`src/rtl/omsp_atom_pkg.sv`:
```
// Shared definitions for the atomic-section budget controller.
//  - atom_state_e : FSM state encoding, also exported on the debug state port
//  - *_DEF        : default parameter values for the controller and window timer
//  - max_u        : helper for sizing the shared cooldown/timeout counter
package omsp_atom_pkg;

  localparam int unsigned LEN_W_DEF    = 16;
  localparam int unsigned WINDOW_DEF   = 64;
  localparam int unsigned BUDGET_DEF   = 16;
  localparam int unsigned COOLDOWN_DEF = 4;
  localparam int unsigned TIMEOUT_DEF  = 2;

  // Encoding 2'd3 is unreachable in normal operation and falls back to idle.
  typedef enum logic [1:0] {
    StIdle     = 2'd0,
    StActive   = 2'd1,
    StCooldown = 2'd2,
    StRsvd     = 2'd3
  } atom_state_e;

  function automatic int unsigned max_u(input int unsigned a, input int unsigned b);
    return (a > b) ? a : b;
  endfunction

endpackage

```
`src/rtl/omsp_atom_window_timer.sv`:
```
// Free-running replenish timer for the atomic-cycle budget.
// Counts down from WINDOW-1 to 0 and reloads; o_refill is high for the single
// cycle in which the count is 0.
//  i_mclk       core clock
//  i_puc_rst_n  synchronous active-low reset (count reloads to WINDOW-1)
//  o_refill     one-cycle pulse once per WINDOW cycles
module omsp_atom_window_timer
  import omsp_atom_pkg::*;
#(
  parameter int unsigned WINDOW = WINDOW_DEF
) (
  input  logic i_mclk,
  input  logic i_puc_rst_n,
  output logic o_refill
);

  localparam int unsigned CntW = (WINDOW > 2) ? $clog2(WINDOW) : 1;
  localparam logic [CntW-1:0] CntLast = CntW'(WINDOW - 1);

  logic [CntW-1:0] r_win_cnt;
  logic [CntW-1:0] w_win_cnt_d;

  always_comb begin
    o_refill    = (r_win_cnt == '0);
    w_win_cnt_d = o_refill ? CntLast : (r_win_cnt - CntW'(1));
  end

  always_ff @(posedge i_mclk) begin
    if (!i_puc_rst_n) begin
      r_win_cnt <= CntLast;
    end else begin
      r_win_cnt <= w_win_cnt_d;
    end
  end

endmodule

```
`src/rtl/omsp_atomic_budget_ctrl.sv`:
```
// Admission controller for clix atomic sections.
// Grants clix requests only while the per-window atomic-cycle budget allows,
// and forces a GIE-open cooldown after every section so pending interrupts are
// serviced before the next grant.
//  i_mclk            core clock
//  i_puc_rst_n       synchronous active-low reset
//  i_clix_req        clix decoded; held until grant or budget error
//  i_clix_len        requested atomic length (r15 slice)
//  i_atom_active     monitor is inside an atomic section (clix or SM entry)
//  i_irq_pending     pending interrupt, informational only
//  o_clix_grant      one-cycle grant pulse to the monitor
//  o_clix_stall      hold the frontend while the request waits
//  o_budget_err      request can never fit in a full window budget
//  o_budget_overrun  atomic cycle charged against an empty budget
//  o_budget_left     remaining atomic cycles in the current window
//  o_state           FSM state for trace
module omsp_atomic_budget_ctrl
  import omsp_atom_pkg::*;
#(
  parameter int unsigned LEN_W    = LEN_W_DEF,
  parameter int unsigned WINDOW   = WINDOW_DEF,
  parameter int unsigned BUDGET   = BUDGET_DEF,
  parameter int unsigned COOLDOWN = COOLDOWN_DEF,
  parameter int unsigned TIMEOUT  = TIMEOUT_DEF
) (
  input  logic             i_mclk,
  input  logic             i_puc_rst_n,
  input  logic             i_clix_req,
  input  logic [LEN_W-1:0] i_clix_len,
  input  logic             i_atom_active,
  input  logic             i_irq_pending,
  output logic             o_clix_grant,
  output logic             o_clix_stall,
  output logic             o_budget_err,
  output logic             o_budget_overrun,
  output logic [LEN_W-1:0] o_budget_left,
  output logic [1:0]       o_state
);

  // Shared counter: timeout in ACTIVE, cooldown length in COOLDOWN.
  localparam int unsigned CntMax = max_u(max_u(COOLDOWN, TIMEOUT), 1);
  localparam int unsigned CntW   = $clog2(CntMax + 1);
  localparam logic [CntW-1:0] CdLast = CntW'((COOLDOWN > 0) ? COOLDOWN - 1 : 0);
  localparam logic [CntW-1:0] ToLast = CntW'((TIMEOUT > 0) ? TIMEOUT - 1 : 0);
  localparam bit HasCooldown = (COOLDOWN != 0);

  // Cost is len+1 compared one bit wider so len = all-ones cannot wrap.
  localparam int unsigned CostW = LEN_W + 1;
  localparam logic [CostW-1:0] BudgetCost = CostW'(BUDGET);
  localparam logic [LEN_W-1:0] BudgetFull = LEN_W'(BUDGET);

  atom_state_e      r_state;
  atom_state_e      w_state_d;
  logic [CntW-1:0]  r_cnt;
  logic [CntW-1:0]  w_cnt_d;
  logic             r_seen;
  logic             w_seen_d;
  logic [LEN_W-1:0] r_budget_left;
  logic [LEN_W-1:0] w_budget_d;

  logic             w_refill;
  logic             w_overrun;
  logic [CostW-1:0] w_cost;
  logic             w_too_big;
  logic             w_fits;
  logic             w_irq_unused;

  // Cooldown length is fixed; a pending interrupt never shortens it.
  assign w_irq_unused = i_irq_pending;

  omsp_atom_window_timer #(
    .WINDOW (WINDOW)
  ) u_win_timer (
    .i_mclk      (i_mclk),
    .i_puc_rst_n (i_puc_rst_n),
    .o_refill    (w_refill)
  );

  assign w_cost    = {1'b0, i_clix_len} + CostW'(1);
  assign w_too_big = (w_cost > BudgetCost);
  // Registered budget: a request in the refill cycle is granted one cycle later.
  assign w_fits    = (w_cost <= {1'b0, r_budget_left});

  // Budget counter: charged in every state, SM-entry sections included.
  // On a refill cycle the refill wins and the charge goes to the new window.
  always_comb begin
    w_budget_d = r_budget_left;
    w_overrun  = 1'b0;
    if (w_refill) begin
      w_budget_d = i_atom_active ? (BudgetFull - LEN_W'(1)) : BudgetFull;
    end else if (i_atom_active) begin
      if (r_budget_left != '0) begin
        w_budget_d = r_budget_left - LEN_W'(1);
      end else begin
        w_overrun = 1'b1;
      end
    end
  end

  always_ff @(posedge i_mclk) begin
    if (!i_puc_rst_n) begin
      r_budget_left <= BudgetFull;
    end else begin
      r_budget_left <= w_budget_d;
    end
  end

  // FSM state register.
  always_ff @(posedge i_mclk) begin
    if (!i_puc_rst_n) begin
      r_state <= StIdle;
      r_cnt   <= '0;
      r_seen  <= 1'b0;
    end else begin
      r_state <= w_state_d;
      r_cnt   <= w_cnt_d;
      r_seen  <= w_seen_d;
    end
  end

  // FSM next state.
  always_comb begin
    w_state_d = r_state;
    w_cnt_d   = r_cnt;
    w_seen_d  = r_seen;
    case (r_state)
      StIdle: begin
        w_cnt_d  = '0;
        w_seen_d = 1'b0;
        if (i_clix_req && !w_too_big && w_fits) begin
          w_state_d = StActive;
        end
      end
      StActive: begin
        if (i_atom_active) begin
          w_seen_d = 1'b1;
        end
        if (!r_seen) begin
          w_cnt_d = r_cnt + CntW'(1);
        end
        // Section finished, or the monitor never opened one (e.g. nested clix).
        if ((r_seen && !i_atom_active) ||
            (!r_seen && !i_atom_active && (r_cnt == ToLast))) begin
          w_state_d = HasCooldown ? StCooldown : StIdle;
          w_cnt_d   = '0;
          w_seen_d  = 1'b0;
        end
      end
      StCooldown: begin
        if (r_cnt == CdLast) begin
          w_state_d = StIdle;
          w_cnt_d   = '0;
        end else begin
          w_cnt_d = r_cnt + CntW'(1);
        end
      end
      default: begin
        w_state_d = StIdle;
        w_cnt_d   = '0;
        w_seen_d  = 1'b0;
      end
    endcase
  end

  // FSM outputs. Pulses are masked while reset is asserted so nothing is
  // granted in the reset cycle.
  always_comb begin
    o_clix_grant = 1'b0;
    o_clix_stall = 1'b0;
    o_budget_err = 1'b0;
    if (i_puc_rst_n) begin
      case (r_state)
        StIdle: begin
          if (i_clix_req) begin
            if (w_too_big) begin
              o_budget_err = 1'b1;
            end else if (w_fits) begin
              o_clix_grant = 1'b1;
            end else begin
              o_clix_stall = 1'b1;
            end
          end
        end
        StActive, StCooldown: begin
          o_clix_stall = i_clix_req;
        end
        default: begin
          o_clix_stall = 1'b0;
        end
      endcase
    end
  end

  assign o_budget_overrun = i_puc_rst_n & w_overrun;
  assign o_budget_left    = r_budget_left;
  assign o_state          = r_state;

endmodule

```
`config.mk`:
```
export PLATFORM = sky130hd
export DESIGN_NAME = omsp_atomic_budget_ctrl
export DESIGN_NICKNAME = d
export VERILOG_FILES = /design/src/rtl/omsp_atom_pkg.sv /design/src/rtl/omsp_atom_window_timer.sv /design/src/rtl/omsp_atomic_budget_ctrl.sv
export SDC_FILE = /design/constraint.sdc
export NUM_CORES = 1
export LEC_CHECK = 0
export CAP_MARGIN = 20
export CELL_PAD_IN_SITES_DETAIL_PLACEMENT = 1
export CELL_PAD_IN_SITES_GLOBAL_PLACEMENT = 1
export CORE_MARGIN = 5
export CORE_UTILIZATION = 42
export CTS_CLUSTER_SIZE = 40
export DETAILED_ROUTE_END_ITERATION = 6
export GPL_ROUTABILITY_DRIVEN = 0
export GPL_TIMING_DRIVEN = 1
export PLACE_DENSITY = 0.95
export SYNTH_ARGS = -nofsm -noshare
export SYNTH_HDL_FRONTEND = slang
export SYNTH_SLANG_ARGS = --single-unit
```
`constraint.sdc`:
```
create_clock -name i_mclk -period 8.2 [get_ports i_mclk]
set_clock_uncertainty 0.2 [all_clocks]
set_input_delay 1.64 -clock i_mclk [delete_from_list [all_inputs] [get_ports i_mclk]]
set_output_delay 1.64 -clock i_mclk [all_outputs]
set_load 0.03 [all_outputs]
```
-- Word-level counts from Yosys, hierarchy flattened
Cells that the tools add are included.
W data, S select, Z words.
- logic and storage cells: 74
- output and inout bits: 22
- memories: 0
- bits in latches: 0
- register bits after elaboration: 28
- input port bits: 21
- ROM bits: 0
- memory bits (writable): 0
- multipliers: 0
- reductions and logical operators: 19
- shifts and indexed selects: 0
- add/subtract/negate cells: 4
- $lt $le $gt $ge: 2
- divide/modulo/power cells: 0
- equal/unequal tests: 9
- mux-type cells: 32
- bitwise operators: 3
- operators with widths (operator ; count):
    $mux W16 ; 3
    $mux W1 ; 18
    $add A16 B1 Y17 const B ; 1
    $gt A17 B5 Y1 const B ; 1
    $le A17 B16 Y1 ; 1
    $reduce_bool A16 Y1 ; 1
    $sub A16 B1 Y16 const B ; 1
    $mux W3 ; 3
    $logic_not A6 Y1 ; 1
    $mux W2 ; 3
    $ne A2 B2 Y1 const B ; 3
    $ne A3 B3 Y1 const B ; 2
    $pmux W2 S3 ; 1
    $pmux W3 S2 ; 1
    $sub A6 B1 Y6 const B ; 1
    $logic_and A1 B1 Y1 ; 5
    $mux W5 ; 1
    $pmux W1 S2 ; 2
    $reduce_and A2 Y1 ; 2
    $reduce_bool A2 Y1 ; 2
    $reduce_or A2 Y1 ; 2
    $add A3 B1 Y3 const B ; 1
    $eq A3 B1 Y1 const B ; 1
    $eq A3 B2 Y1 const B ; 1
    8 further kinds ; 11

-- Logic depth before layout (Yosys ltp)
Gate-level depths: netlist of run 1.
- word-level depth: 7
- depth in mapped cells: 13
- gate-level depth less buffers: 13

-- Hierarchy
Synthesis of run 1 repeated with hierarchy kept, for this count alone.
- cell total of the unflattened synthesis: 321
- area total of the unflattened synthesis: 2543.7 µm²
- by module, submodules not included (module ; area an instance (µm²) ; instances ; cells each ; sequential area each (µm²)):
    omsp_atomic_budget_ctrl ; 2252.2 ; 1 ; 292 ; 440.4
    omsp_atom_window_timer ; 291.5 ; 1 ; 29 ; 120.1

-- Worst setup path after synthesis of run 1
OpenSTA, ideal clock, no wires.
- kind: input to output
- start point: input port i_clix_len[0]
- end point: output port o_clix_stall
- required time: 6.360 ns
- path buffers: 1
- path slack: 1.996 ns
- data arrival time: 4.364 ns
- stages: 13
- path through: ha_1 > buf_2 > nand3_1 > nor4_1 > xor2_1 > ha_1 > and4_1 > nand4_1 > a211o_1 > a31oi_1 > a31oi_1 > nand3b_1 > a211oi_2
- cells in the longest elaborated chain, start to end: 7
- elaborated cells between the ends (all ways): 8
- classes of those cells: 1 x add/sub; 2 x order compare; 5 x mux
- RTL lines (element ; RTL line ; RTL):
    from (decl) ; omsp_atomic_budget_ctrl.sv:29 ; input logic [LEN_W-1:0] i_clix_len,
    $add A16 B1 Y17 * ; omsp_atomic_budget_ctrl.sv:79 ; assign w_cost = {1'b0, i_clix_len} + CostW'(1);
    $le A17 B16 Y1 ; omsp_atomic_budget_ctrl.sv:82 ; assign w_fits = (w_cost <= {1'b0, r_budget_left});
    $mux W1 ; omsp_atomic_budget_ctrl.sv:177 ; end else if (w_fits) begin
    $mux W1 * ; omsp_atomic_budget_ctrl.sv:175 ; if (w_too_big) begin
    $mux W1 * ; omsp_atomic_budget_ctrl.sv:174 ; if (i_clix_req) begin
    $pmux W1 S2 * ; omsp_atomic_budget_ctrl.sv:172 ; case (r_state)
    $mux W1 * ; omsp_atomic_budget_ctrl.sv:171 ; if (i_puc_rst_n) begin
    to (decl) ; omsp_atomic_budget_ctrl.sv:33 ; output logic o_clix_stall,
Every way passes the cells marked *; elsewhere a longest branch is shown, timed or not.

-- Final worst setup path of run 1
Ends and elaborated chain as after synthesis.

==> results by group, run 1 <==
Final layout
  – Ant. Diodes: 0
  – Nets: 384
  – # fillers: between 600 and 700
  – Final Instance Area: 2860 um^2
  – Share of layout cells above drive strength 1: 0.0541
  – Layout Cells excl Fill: a little over 400
  – FF+latch area: 561 um^2
  – Area growth syn-to-layout: 22.6%
  – Area of the multi-input gates: around 1600 um^2

Placed design
  – IO buf count: 41
  – Placed Area: ~2800 um^2
  – # placed instances: 400
  – DPL Wire Length: around 5.2 mm

Synthesis
  – Count leader, synth: nand2_1
  – Top FF cell, synth: dfxtp_1
  – Sequential share of the synthesized area: 0.240
  – Dominant cell type by area after synthesis: dfxtp_1
  – Synth Instances: slightly below 300
  – Asr flop ratio synth: 0
  – Syn avg cell area: 7.94 um^2
  – Synth top area share: 0.240
  – Largest family of logic cells by synthesized area: simple AND/OR/NAND/NOR gates
  – Synthesized Nets: between 300 and 400
  – YS warnings: 0
  – Compound-Gate Fraction of Synth Area: 0.145
  – Synth Area in Adders: 0.155
  – Mapped cell area: 2330 um^2
  – Synth cell count leaders: nand2_1, ha_1, dfxtp_1, inv_1, nor2_1
  – Synth area leaders: dfxtp_1, ha_1, xnor2_1
  – Count of different cell masters after synthesis: 52
  – Number of synthesized flops with an enable pin: 0
  – Simple-gate share of the synthesized area: 0.286
  – Post-Synth XOR/XNOR Area: 0.0976
  – Post-synthesis mux area share: 0.0129
  – Flops & latches, synth: 28

Detailed routing
  – Via count: approximately 2.2k
  – Number of remaining DRC errors: 0
  – Via density: about 5.5
  – WL per Instance: between 15 and 20 um
  – First-pass DRT Iterations: 4
  – WL final: about 6.4 mm
  – Initial DRC Count: just over 100
  – Post-DRT Antenna Nets: 0

Die
  – FP Rows: 27
  – Ports: between 40 and 50
  – Die area: 7150 um^2
  – Die Wd: ~85 um
  – Die Y: around 85 um
  – Initial Utilization: 0.429
  – Area of the core: 5440 um^2

Setup path
  – Setup crit start kind: primary input
  – Critical Path Source: i_clix_len[0]
  – R2R depth: 10
  – Worst-path cell chain: clkdlybuf4s50_1 -> ha_1 -> nand3_1 -> nor4_1 -> xor2_1 -> ha_1 -> and4_1 -> nand4_1 -> a211o_1 -> a31oi_1 -> a31oi_1 -> nand3b_1 -> a211oi_2 -> clkdlybuf4s50_1
  – Max FO, Critical Path: 7
  – CP top delay family: buffers and inverters
  – FF-to-FF End: o_budget_left[12]$_SDFFE_PN0P_
  – Crit-path slowest cell: clkdlybuf4s50_1
  – Worst Path Arrival: about 5.9 ns
  – CP required: between 6 and 7 ns
  – Crit path buffers/inverters: 2
  – Reg2reg start: o_budget_left[1]$_SDFFE_PN0P_
  – CP Capture Type: primary output
  – Critical Path Max Stage Delay: 0.69 ns
  – Flop-to-flop setup slack: about 5.3 ns
  – Crit Path Class: in -> out

Clocking
  – Hold_buf cts: 0
  – CTS root buf: clkbuf_8
  – H-tree depth: 1
  – Sinks on the clock net: 28
  – CTS clk-pin slew, worst paths: 0.09 ns
  – Max clock buf depth: 2
  – TritonCTS clock tree: built
  – Clock Latency Late Sink: ~0.28 ns
  – Post-CTS setup buffers: 0
  – CTS Buf Count: 3
  – Resize count post-CTS: 0

Power
  – Seq pwr share: 0.400
  – Final Power: slightly below 400 uW
  – Cell Int Power: about 260 uW
  – Comb pwr share: 0.381
  – VDD IR max: about 120 uV
  – Net Sw Frac: 0.357
  – Leak: 0.00107 uW
  – Power Density: around 140 nW/um^2
  – Proportion of power drawn by the clock network: 0.219
  – Psw: 142 uW

Worst hold path
  – Worst Hold Class: reg -> reg
  – Hold path cells: 1
  – WHS Endpoint: u_win_timer.r_win_cnt[0]$_SDFF_PP1_
  – Min-delay src: u_win_timer.r_win_cnt[0]$_SDFF_PP1_

Timing
  – Slew @ Worst Pin: about 0.60 ns
  – Fmax: between 100 and 150 MHz
  – Period utilization: 0.948
  – Hold WS: between 0.2 and 0.25 ns
  – Max_slew headroom: 0.595
  – Final hold viol count: 0
  – Final Max Slew Viols: 0
  – Min cycle time layout: roughly 8 ns
  – Accumulated negative setup slack: 0 ns
  – # setup viols final: 0
  – RSZ-0062 raised after global routing: false

Global route
  – First-pass GRT wire length: 10.7 mm
  – Number of global-route vias before repair: around 2.4k
  – Antenna violations before repair: 0
  – Total track usage: 0.179
  – Grt ovf: 0
  – Pin count of the biggest net entering global routing: 17

Job
  – Maxcap violations: 0

Run status
  – Status: completed
-- worst register-to-register path, cell delays in order (launching register included) --
cell     delay (ns)
dfxtp_1        0.34
inv_1          0.13
ha_1           0.20
nor3b_1        0.42
nor4b_4        0.32
a31oi_1        0.22
buf_4          0.23
o21ai_0        0.40
nor3_1         0.11
xnor2_1        0.17
nor2_1         0.06
-- power by group through the flow --
| stage | logic [uW] | registers (uW) | clock network [uW] |
|---|---|---|---|
| 4_1_cts | 151 | 159 | 89.5 |
| 6_report | 151 | 159 | 87.0 |
| 3_3_place_gp | 141 | 161 | 0 |
| 2_1_floorplan | 80.9 | 174 | 0 |
| 5_1_grt | 167 | 161 | 95.0 |
| 3_5_place_dp | 150 | 162 | 0 |
-- layout make-up --
class / instances / share of cell area
Sequential cell: 28 / 0.196
Inverter: 28 / 0.0367
Timing Repair Buffer: 43 / 0.149
Tap cell: 72 / 0.0315
Clock buffer: 4 / 0.0192
Multi-Input combinational cell: 230 / 0.568
-- metal layers --
metal | global-route usage | share of wire
met3 | 0.0334 | 0.042
met2 | 0.333 | 0.51
met4 | 0.0432 | 0.019
met5 | 0 | 0
met1 | 0.209 | 0.43
-- kinds of logic after synthesis --
family          Yosys count
flops                    28
buf+inv                  36
simple gates            122
compound gates           50
xor+xnor                 26
fa+ha+maj                29
mux                       3
-- stage by stage --
| stage | utilization | setup WS [ns] |
|---|---|---|
| 5_1_grt | 0.526 | 0.118 |
| 4_1_cts | 0.525 | 0.434 |
| 6_report | 0.526 | 0.429 |
| 2_1_floorplan | - | 2.00 |
| 3_3_place_gp | 0.515 | 0.638 |
| 3_5_place_dp | 0.515 | 0.445 |
-- state kept, by name, indices dropped and copies added, names as in the netlist --
register               flops
o_budget_left             16
o_state                    2
r_cnt                      3
r_seen                     1
u_win_timer.r_win_cnt      6
-- cell usage in the layout, fill, tap and decap left out, drive strengths merged, types with 4 or more instances in the layout --
| master | count |
|---|---|
| nor3 | 12 |
| dfxtp | 28 |
| nand3 | 16 |
| or3 | 7 |
| clkdlybuf4s50 | 41 |
| nor2 | 18 |
| nand4 | 4 |
| nand2 | 32 |
| inv | 28 |
| xnor2 | 15 |
| a21boi | 5 |
| clkbuf | 4 |
| and2 | 6 |
| xor2 | 11 |
| a21oi | 11 |
| ha | 29 |
| o21ai | 11 |
| a31oi | 6 |
| nor4 | 8 |
-- worst max path at each step --
| stage | end | slack, ns | depth (start not counted) |
|---|---|---|---|
| finish | o_clix_stall | 0.43 | 14 |
| global route | o_clix_stall | 0.12 | 14 |
| CTS | o_clix_stall | 0.43 | 14 |
| detailed placement | o_clix_stall | 0.44 | 14 |
| global placement | o_clix_stall | 0.64 | 14 |
| floorplan | o_clix_stall | 2.00 | 13 |
Power figures use the tool's default switching activity.
==> run 2: changes to the inputs <==
--- a/config.mk
+++ b/config.mk
@@ -9,12 +9,13 @@
 export CELL_PAD_IN_SITES_DETAIL_PLACEMENT = 1
 export CELL_PAD_IN_SITES_GLOBAL_PLACEMENT = 1
 export CORE_MARGIN = 5
-export CORE_UTILIZATION = 42
+export CORE_UTILIZATION = 39
+export CTS_BUF_LIST = sky130_fd_sc_hd__clkbuf_8 sky130_fd_sc_hd__clkbuf_16
 export CTS_CLUSTER_SIZE = 40
 export DETAILED_ROUTE_END_ITERATION = 6
 export GPL_ROUTABILITY_DRIVEN = 0
 export GPL_TIMING_DRIVEN = 1
-export PLACE_DENSITY = 0.95
+export PLACE_DENSITY = 0.9
 export SYNTH_ARGS = -nofsm -noshare
 export SYNTH_HDL_FRONTEND = slang
 export SYNTH_SLANG_ARGS = --single-unit
==> constraint.sdc (replaced) <==
create_clock -name i_mclk -period 8.3 [get_ports i_mclk]
set_clock_uncertainty 0.2 [all_clocks]
set_input_delay 1.66 -clock i_mclk [delete_from_list [all_inputs] [get_ports i_mclk]]
set_output_delay 1.66 -clock i_mclk [all_outputs]
set_load 0.03 [all_outputs]
==> results by group, run 2 (synthesized netlist as in run 1, its figures left out) <==
Run status
  – Status: completed

Global route
  – Total track usage: 0.176 (-0.00237)
  – First-pass GRT wire length: 11.0 mm (+2.8%)
  – Grt ovf: 0 (unchanged)
  – Antenna violations before repair: 0 (unchanged)
  – Pin count of the biggest net entering global routing: 17 (unchanged)
  – Number of global-route vias before repair: 2383 (+0.51%)

Job
  – Maxcap violations: 0 (unchanged)

Final layout
  – Most common cell after layout, fill and taps aside: clkdlybuf4s50_1
  – Share of layout cells above drive strength 1: 0.0512 (-0.00285)
  – Finished Core Util: 0.488 (-0.0378)
  – Area growth syn-to-layout: 23.2%
  – Nets: 383 (-0.26%)
  – Ant. Diodes: 0 (unchanged)
  – Max FFs per register: 16 (unchanged)
  – Most frequent cells in the layout: clkdlybuf4s50_1, nand2_1, ha_1, inv_1, dfxtp_1

Clocking
  – CTS clk-pin slew, worst paths: 0.11 ns (+0.02 ns)
  – Clock Latency Late Sink: 0.28 ns (about the same)
  – Sinks on the clock net: 28 (unchanged)
  – Resize count post-CTS: 0 (unchanged)
  – CTS Buf Count: 3 (unchanged)
  – Post-CTS setup buffers: 0 (unchanged)
  – Hold_buf cts: 0 (unchanged)
  – TritonCTS clock tree: built
  – Max clock buf depth: 2 (unchanged)
  – H-tree depth: 1 (unchanged)
  – CTS root buf: clkbuf_8

Detailed routing
  – Initial DRC Count: 81 (-20%)
  – WL per Instance: 16.1 um (+1.1%)
  – First-pass DRT Iterations: 4 (unchanged)
  – Via count: 2268 (+1.2%)
  – Number of remaining DRC errors: 0 (unchanged)
  – WL final: 6.53 mm (+1.6%)
  – Via density: 5.57 (+0.66%)
  – Post-DRT Antenna Nets: 0 (unchanged)

Timing
  – Max_slew headroom: 0.336 (-0.258)
  – Period utilization: 0.935
  – Fmax: between 100 and 150 MHz
  – Final hold viol count: 0 (unchanged)
  – Accumulated negative setup slack: 0 ns (unchanged)
  – RSZ-0062 raised after global routing: false
  – Slew @ Worst Pin: 0.991 ns (+0.389 ns)
  – # setup viols final: 0 (unchanged)
  – Final Max Slew Viols: 0 (unchanged)
  – Min cycle time layout: around 7.8 ns

Setup path
  – Flop-to-flop setup slack: 5.22 ns (-0.07 ns)
  – Crit Path Class: in -> out
  – Worst Setup EP: o_clix_stall
  – Reg2reg start: o_budget_left[0]$_SDFFE_PN0P_
  – FF-to-FF End: o_budget_left[12]$_SDFFE_PN0P_
  – R2R depth: 9 (-1)
  – Worst Path Arrival: 5.90 ns (-0.03 ns)
  – Setup crit start kind: primary input
  – Max FO, Critical Path: 7 (unchanged)
  – Critical Path Source: i_clix_len[0]
  – CP Capture Type: primary output
  – CP required: 6.44 ns (+0.08 ns)

Power
  – Leak: 0.00107 uW (+0.20%)
  – Power Density: 146 nW/um^2 (+5.2%)
  – VDD IR max: 111 uV (-7.7%)

Worst hold path
  – Worst Hold Class: reg -> reg

Die
  – Initial Utilization: 0.396 (-0.0326)
  – Die Y: 87.4 um (+3.3%)
  – Area of the core: 5890 um^2 (+8.2%)
  – Ports: 43 (unchanged)
  – Die area: 7630 um^2 (+6.8%)
  – FP Rows: 28 (+3.7%)
  – Die Wd: 87.4 um (+3.3%)

Placed design
  – DPL Wire Length: 5.21 mm (-0.17%)
  – IO buf count: 41 (unchanged)
[run 2: changes by cell type in the layout (fill, tap and decap cells not counted), sizes merged]
cell / previous run / this run
bufinv: 0 / 1
clkbuf: 4 / 3
buf: 2 / 1
[run 2: through the flow]
step                power [uW]  setup WS (ns)  instances  hold WS (ns)  cell area (um^2)
finish                     420          0.540        407         0.216              2870
global route               444          0.220        407         0.248              2870
CTS                        424          0.544        407         0.229              2870
detailed placement         308          0.595        403         0.202              2800
global placement           299          0.695        403         0.181              2800
floorplan                  252           2.06        294         0.167              2330
[run 2: per-layer routing]
metal / global-route usage / routed length, um
met5: 0 / 0
met4: 0.0265 / 61
met2: 0.335 / 3470
met3: 0.0322 / 254
met1: 0.207 / 2740
[run 2: worst max-delay path, cell delays in order]
cell,delay [ns]
clkdlybuf4s50_1,0.61
ha_1,0.35
nand3_1,0.27
nor4_1,0.39
xor2_1,0.16
ha_1,0.32
and4_1,0.22
nand4_1,0.17
a211o_1,0.30
a31oi_1,0.16
a31oi_1,0.12
nand3b_1,0.24
a211oi_2,0.23
clkdlybuf4s50_1,0.69
[run 2: worst min-delay path by stage]
stage                                        startpoint                                  end  slack (ns)  cells after the start
floorplan           u_win_timer.r_win_cnt[0]$_SDFF_PP1_  u_win_timer.r_win_cnt[0]$_SDFF_PP1_        0.17                      1
global placement    u_win_timer.r_win_cnt[0]$_SDFF_PP1_  u_win_timer.r_win_cnt[0]$_SDFF_PP1_        0.18                      1
detailed placement  u_win_timer.r_win_cnt[0]$_SDFF_PP1_  u_win_timer.r_win_cnt[0]$_SDFF_PP1_        0.20                      1
CTS                 u_win_timer.r_win_cnt[0]$_SDFF_PP1_  u_win_timer.r_win_cnt[0]$_SDFF_PP1_        0.23                      1
global route        u_win_timer.r_win_cnt[0]$_SDFF_PP1_  u_win_timer.r_win_cnt[0]$_SDFF_PP1_        0.25                      1
finish              u_win_timer.r_win_cnt[0]$_SDFF_PP1_  u_win_timer.r_win_cnt[0]$_SDFF_PP1_        0.22                      1
[run 2: area by class of cell]
| class | count | area, um^2 |
|---|---|---|
| multi-input cells | 230 | 1630 |
| inverters | 28 | 105 |
| flip-flops and latches | 28 | 561 |
| fillers | 736 | 3010 |
| well taps | 75 | 93.8 |
| clock inverters | 1 | 30.0 |
| repair buffers | 42 | 418 |
| clock buffers | 3 | 41.3 |
[run 2: power breakdown]
part	total (uW)	switching (uW)	internal (uW)
sequential	157	13.2	144
clock	112	47.3	64.7
combinational	151	85.1	65.5
